File: src/rtl/timer_bank.sv
// timer_bank: bank of independent countdown timers sharing one free-running
// time base.
//
// Each channel loads a seconds value on `start`, counts it down in whole
// seconds measured from its own start edge, can be paused or aborted, and
// emits a one-cycle `expired` pulse when the count reaches zero.
//
// Parameters:
//   CLK_HZ   clock cycles per second (even, >= 2)
//   CHANNELS number of independent timers
//   VALUE_W  width of the per-channel seconds value
//
// Ports:
//   clock           system clock, rising edge
//   reset           asynchronous reset, active low
//   start           per-channel load/retrigger request
//   abort           per-channel cancel (highest priority)
//   pause           per-channel level, freezes the count while high
//   value           seconds to load, channel i at [i*VALUE_W +: VALUE_W]
//   expired         per-channel one-cycle pulse at end of count
//   busy            per-channel, high while running or paused
//   remaining       seconds left, same packing as value
//   one_hz_enable   one-cycle strobe once per second
//   half_hz_enable  one-cycle strobe twice per second
//   blink           square wave toggling on every one_hz_enable
module timer_bank #(
  parameter int CLK_HZ   = 100_000_000,
  parameter int CHANNELS = 2,
  parameter int VALUE_W  = 4
) (
  input  logic                         clock,
  input  logic                         reset,
  input  logic [CHANNELS-1:0]          start,
  input  logic [CHANNELS-1:0]          abort,
  input  logic [CHANNELS-1:0]          pause,
  input  logic [CHANNELS*VALUE_W-1:0]  value,
  output logic [CHANNELS-1:0]          expired,
  output logic [CHANNELS-1:0]          busy,
  output logic [CHANNELS*VALUE_W-1:0]  remaining,
  output logic                         one_hz_enable,
  output logic                         half_hz_enable,
  output logic                         blink
);

  localparam int PC_W = (CLK_HZ > 2) ? $clog2(CLK_HZ) : 1;
  localparam logic [PC_W-1:0] PC_LAST = PC_W'(CLK_HZ - 1);
  localparam logic [PC_W-1:0] PC_HALF = PC_W'(CLK_HZ / 2 - 1);

  typedef enum logic [1:0] {
    IDLE  = 2'd0,
    RUN   = 2'd1,
    PAUSE = 2'd2,
    DONE  = 2'd3
  } state_t;

  // ---------------------------------------------------------------------
  // Shared time base
  // ---------------------------------------------------------------------
  logic [PC_W-1:0] pc;

  // NOTE: registers are assigned with <= so every flop samples the values
  // present before the edge, independent of statement order.
  always_ff @(posedge clock or negedge reset) begin
    if (!reset) begin
      pc    <= '0;
      blink <= 1'b0;
    end else begin
      pc <= (pc == PC_LAST) ? '0 : pc + PC_W'(1);
      if (one_hz_enable) blink <= ~blink;
    end
  end

  assign one_hz_enable  = (pc == PC_LAST);
  assign half_hz_enable = (pc == PC_HALF) || (pc == PC_LAST);

  // ---------------------------------------------------------------------
  // Per-channel countdown FSMs
  // ---------------------------------------------------------------------
  state_t             state_q [CHANNELS];
  state_t             state_d [CHANNELS];
  logic [VALUE_W-1:0] rem_q   [CHANNELS];
  logic [VALUE_W-1:0] rem_d   [CHANNELS];
  logic [PC_W-1:0]    sc_q    [CHANNELS];
  logic [PC_W-1:0]    sc_d    [CHANNELS];

  // NOTE: the per-channel arrays are a handful of control flops, not a RAM,
  // so every entry is reset; the async reset must cancel a count at once.
  always_ff @(posedge clock or negedge reset) begin
    if (!reset) begin
      for (int i = 0; i < CHANNELS; i++) begin
        state_q[i] <= IDLE;
        rem_q[i]   <= '0;
        sc_q[i]    <= '0;
      end
    end else begin
      for (int i = 0; i < CHANNELS; i++) begin
        state_q[i] <= state_d[i];
        rem_q[i]   <= rem_d[i];
        sc_q[i]    <= sc_d[i];
      end
    end
  end

  always_comb begin
    for (int i = 0; i < CHANNELS; i++) begin
      // NOTE: hold-current defaults come first so no path through the
      // decision tree leaves a signal unassigned (which would infer a latch).
      state_d[i] = state_q[i];
      rem_d[i]   = rem_q[i];
      sc_d[i]    = sc_q[i];

      if (abort[i]) begin
        state_d[i] = IDLE;
        rem_d[i]   = '0;
        sc_d[i]    = '0;
      end else if (start[i]) begin
        sc_d[i] = '0;
        if (value[i*VALUE_W +: VALUE_W] != '0) begin
          state_d[i] = RUN;
          rem_d[i]   = value[i*VALUE_W +: VALUE_W];
        end else begin
          state_d[i] = DONE;
          rem_d[i]   = '0;
        end
      end else begin
        case (state_q[i])
          RUN, PAUSE: begin
            if (pause[i]) begin
              state_d[i] = PAUSE;
            end else begin
              // Leaving PAUSE counts on the same edge, so a channel loses
              // exactly one cycle for every edge that saw pause high.
              state_d[i] = RUN;
              if (sc_q[i] != PC_LAST) begin
                sc_d[i] = sc_q[i] + PC_W'(1);
              end else begin
                sc_d[i]  = '0;
                rem_d[i] = rem_q[i] - VALUE_W'(1);
                if (rem_q[i] == VALUE_W'(1)) state_d[i] = DONE;
              end
            end
          end
          DONE:    state_d[i] = IDLE;
          default: ;
        endcase
      end
    end
  end

  always_comb begin
    expired   = '0;
    busy      = '0;
    remaining = '0;
    for (int i = 0; i < CHANNELS; i++) begin
      expired[i] = (state_q[i] == DONE);
      busy[i]    = (state_q[i] == RUN) || (state_q[i] == PAUSE);
      remaining[i*VALUE_W +: VALUE_W] = rem_q[i];
    end
  end

endmodule
File: config.mk
export PLATFORM = sky130hd
export DESIGN_NAME = timer_bank
export DESIGN_NICKNAME = d
export VERILOG_FILES = /design/src/rtl/timer_bank.sv
export SDC_FILE = /design/constraint.sdc
export NUM_CORES = 1
export LEC_CHECK = 0
export ABC_AREA = 0
export BUFFER_PORTS_ARGS = -buffer_cell sky130_fd_sc_hd__buf_2
export CAP_MARGIN = 20
export CORE_MARGIN = 5
export CORE_UTILIZATION = 57
export CTS_CLUSTER_SIZE = 28
export DETAILED_ROUTE_END_ITERATION = 12
export PLACE_DENSITY = 0.74
export SYNTH_ARGS = -nofsm -noshare
export SYNTH_HDL_FRONTEND = slang
export SYNTH_SLANG_ARGS = --single-unit
File: constraint.sdc
create_clock -name clock -period 3.15 [get_ports clock]
set_input_delay 0.315 -clock clock [delete_from_list [all_inputs] [get_ports clock]]
set_output_delay 0.315 -clock clock [all_outputs]
set_load 0.005 [all_outputs]
==> impl_metrics.py <==
metrics = {
    "setup_path": {
        "reg2reg_from": "sc_q[4]",
        "critical_path.cell_chain": "nand4_1, nor4_1, a21oi_1, a41oi_1, a31oi_1",
        "arrival_ns": 2.90,
        "slowest_stage": "sky130_fd_sc_hd__nor4_1",
        "crit_path_launch_type": "flop",
        "worst-path-max-fanout": 11,
        "critical_path.startpoint": "sc_q[4]",
        "reg2reg_setup_slack_ns": 0.49,
        "largest_delay_share_family_worst_path": "simple AND/OR/NAND/NOR gates",
        "critical_path.max_stage_delay_ns": 0.95,
        "critical_path_required_ns": 3.38,
        "timing.critical_path.to_type": "flop",
        "timing.critical_path.to": "sc_q[23]",
        "sum_of_buffers_and_inverters_on_the_critical_path": 0,
        "worstSetupPathType": "reg2reg",
        "path_depth": 5,
        "rr_worst_depth": 5,
        "r2r-end": "sc_q[23]",
    },
    "sta": {
        "hold_viol": 0,
        "timing.final.setup_violations": 0,
        "totalNegativeSetupSlack_ns": 0,
        "clock_skew_ns": 0.008326,
        "max_clock_freq_mhz": 375.3,
        "period_needed_ns": 2.664,
        "finalMaxSlewViolations": 0,
        "final.setup.worst_slack_ns": 0.4858,
        "rsz_0062_raised_after_global_routing": "no",
        "slew-limit-headroom_pct": 29.71,
        "slew_worst_pin_ns": 1.045,
        "layout_worst_path_cycle_share_pct": 84.58,
    },
    "global_routing": {
        "met3_usage_pct": 2.404,
        "gr-usage-met2_pct": 33.36,
        "grt_antenna_before_repair": 0,
        "leftover_overflow_at_the_end_of_global_routing": 0,
        "grtUsageTotal_pct": 20.02,
        "grt_util_met1_pct": 26.73,
        "most_utilized_layer_in_the_global_route_result": "met2",
        "grt_first_pass_wirelength_mm": 18.62,
        "pin_count_of_the_biggest_net_entering_global_routing": 43,
        "vias_in_the_first_global_route": 4115,
    },
    "routing": {
        "detailedRoute.firstIterationViolations": 227,
        "viasPerCell": 5.928,
        "final_antenna_net_count": 0,
        "drt_drc_violations_left": 0,
        "drt-pass1-iter-count": 4,
        "dr_total_vias": 4102,
        "route.detailed.wl_per_inst_um": 15.02,
        "drt-total-wl_mm": 10.39,
    },
    "cells_and_area": {
        "area_delta_synth_final_pct": 9.442,
        "fillerInstances": 757,
        "drive_above_1_share_pct": 10.96,
        "antenna_cells": 0,
        "finalNetCount": 606,
        "finalCoreUtilization_pct": 64.19,
        "finalNonFillerCells": 692,
    },
    "yosys": {
        "synth.top_cells.by_area": "sky130_fd_sc_hd__dfrtp_1 46%, sky130_fd_sc_hd__xor2_1 6.5%, sky130_fd_sc_hd__nor2_1 6.2%",
        "ys_seq_elements": 94,
        "total_of_warnings_raised_by_yosys": 0,
        "yosys.cell_count.top_type": "sky130_fd_sc_hd__dfrtp_1",
        "seq_area_frac_synth_pct": 45.99,
        "postSynth.asyncResetShare_pct": 100.0,
        "total_standard_cell_area_after_synthesis_um2": 5115,
        "synth.cells.most_frequent": "94 x sky130_fd_sc_hd__dfrtp_1, 84 x sky130_fd_sc_hd__nor2_1, 40 x sky130_fd_sc_hd__nand3_1",
        "post_synth_inst_count": 544,
        "synth_area_per_cell_um2": 9.402,
        "most_area_hungry_cell_type_in_the_yosys_netlist": "sky130_fd_sc_hd__dfrtp_1",
        "post_synth_edffs": 0,
        "postSynthNetCount": 571,
        "synth-main-ff-cell": "sky130_fd_sc_hd__dfrtp_1",
        "yosysUniqueCellTypes": 55,
        "synth_largest_type_area_fraction_pct": 45.99,
    },
    "clock_tree": {
        "clock_sink_count": 94,
        "cts_root_buf": "sky130_fd_sc_hd__clkbuf_8",
        "cts.repair_timing.setup_buffer_count": 0,
        "clk_pin_slew_ns": 0.09,
        "cts_resized": 0,
        "hold_buf_cts": 1,
        "clk_path_buf_depth": 2,
        "clk-insertion-delay-late_ns": 0.36,
        "cts-htree-levels": 3,
        "tritoncts": "yes",
        "cts-buffers-inserted": 9,
    },
    "power": {
        "power-per-cell-area_nw_per_um2": 388.7,
        "total_leakage_power_nw": 2.373,
        "ir_drop_mv": 0.2624,
        "total_power_mw": 2.176,
    },
    "die": {
        "core-area_um2": 8721,
        "initial_core_util_pct": 58.65,
        "die_height_um": 104.7,
        "fp.dieW_um": 104.7,
        "die-area_um2": 10970,
        "num_rows": 34,
        "boundaryPins": 31,
    },
    "run": {
        "max-cap-violations": 0,
    },
    "placed_design": {
        "place_ws_ns": 0.5498,
        "gp_congestion": 0.8486,
        "detailedPlacementHpwl_mm": 7.563,
        "port-buffer-count": 30,
        "post-place-cells": 675,
    },
    "hold_path": {
        "min-delay-path-class": "in2reg",
        "holdPathStages": 3,
    },
    "run_status": {
        "outcome": "complete, no violations",
    },
}
[worst min path at each step]
| stage | endpoint | slack [ns] | from |
|---|---|---|---|
| 6_report | remaining[5] | 0.20 | value[5] |
| 5_1_grt | remaining[5] | 0.19 | value[5] |
| 4_1_cts | remaining[5] | 0.18 | value[5] |
| 3_5_place_dp | state_q[2] | 0.33 | reset |
| 3_3_place_gp | state_q[2] | 0.33 | reset |
| 2_1_floorplan | blink | 0.02 | reset |
[registers in the layout, summed over array words and instances (netlist names)]
signal / flops
blink: 1
pc: 27
remaining: 8
sc_q: 54
state_q: 4
[stage by stage]
step	hold WS (ns)	area [um^2]
floorplan	0.01941	5115
global placement	0.3278	5384
detailed placement	0.3305	5384
CTS	0.1833	5598
global route	0.1930	5598
finish	0.1989	5598
[routing by layer]
layer  part of all wire (%)  routed length (um)
met5                      0                   0
met1                     47                4920
met3                    2.9                 305
met4                    1.7                 179
met2                     48                4988
[report_power, final]
group,internal [mW],switching (mW)
clock network,0.378,0.419
logic,0.0522,0.0944
registers,1.22,0.0132
[cells in the final DEF, fill, tap and decap left out, types with 15 or more instances in the layout]
cell type,count
sky130_fd_sc_hd__and3_1,15
sky130_fd_sc_hd__nand3_1,40
sky130_fd_sc_hd__nor2_1,84
sky130_fd_sc_hd__xor2_1,38
sky130_fd_sc_hd__nor3_1,16
sky130_fd_sc_hd__xnor2_1,33
sky130_fd_sc_hd__inv_1,16
sky130_fd_sc_hd__buf_2,29
sky130_fd_sc_hd__nand4_1,32
sky130_fd_sc_hd__dfrtp_1,94
sky130_fd_sc_hd__nand2_1,33
[tightest hold or removal path: stages]
cell                      delay, ns
sky130_fd_sc_hd__buf_2         0.11
sky130_fd_sc_hd__nand2_1       0.05
sky130_fd_sc_hd__a21oi_1       0.05
[layout make-up]
cell class	instances	area (um^2)	share of cell area, %
Clock buffer	13	178.9	3.196
Clock inverter	3	25.02	0.4470
Inverter	16	60.06	1.073
Multi-Input combinational cell	420	2631	47.00
Sequential cell	94	2352	42.02
Tap cell	108	135.1	2.414
Timing Repair Buffer	38	215.2	3.844
[cell families (layout without fill, tap and decap cells)]
family	after synthesis	in the layout	share of synthesized area [%]
flops	94	94	45.99
simple gates	280	280	28.57
buf+inv	30	70	2.568
xor+xnor	71	71	12.16
mux	2	2	0.4403
fa+ha+maj	11	11	2.691
compound gates	56	56	7.584
Note: power is estimated with default switching activity, not from simulation.
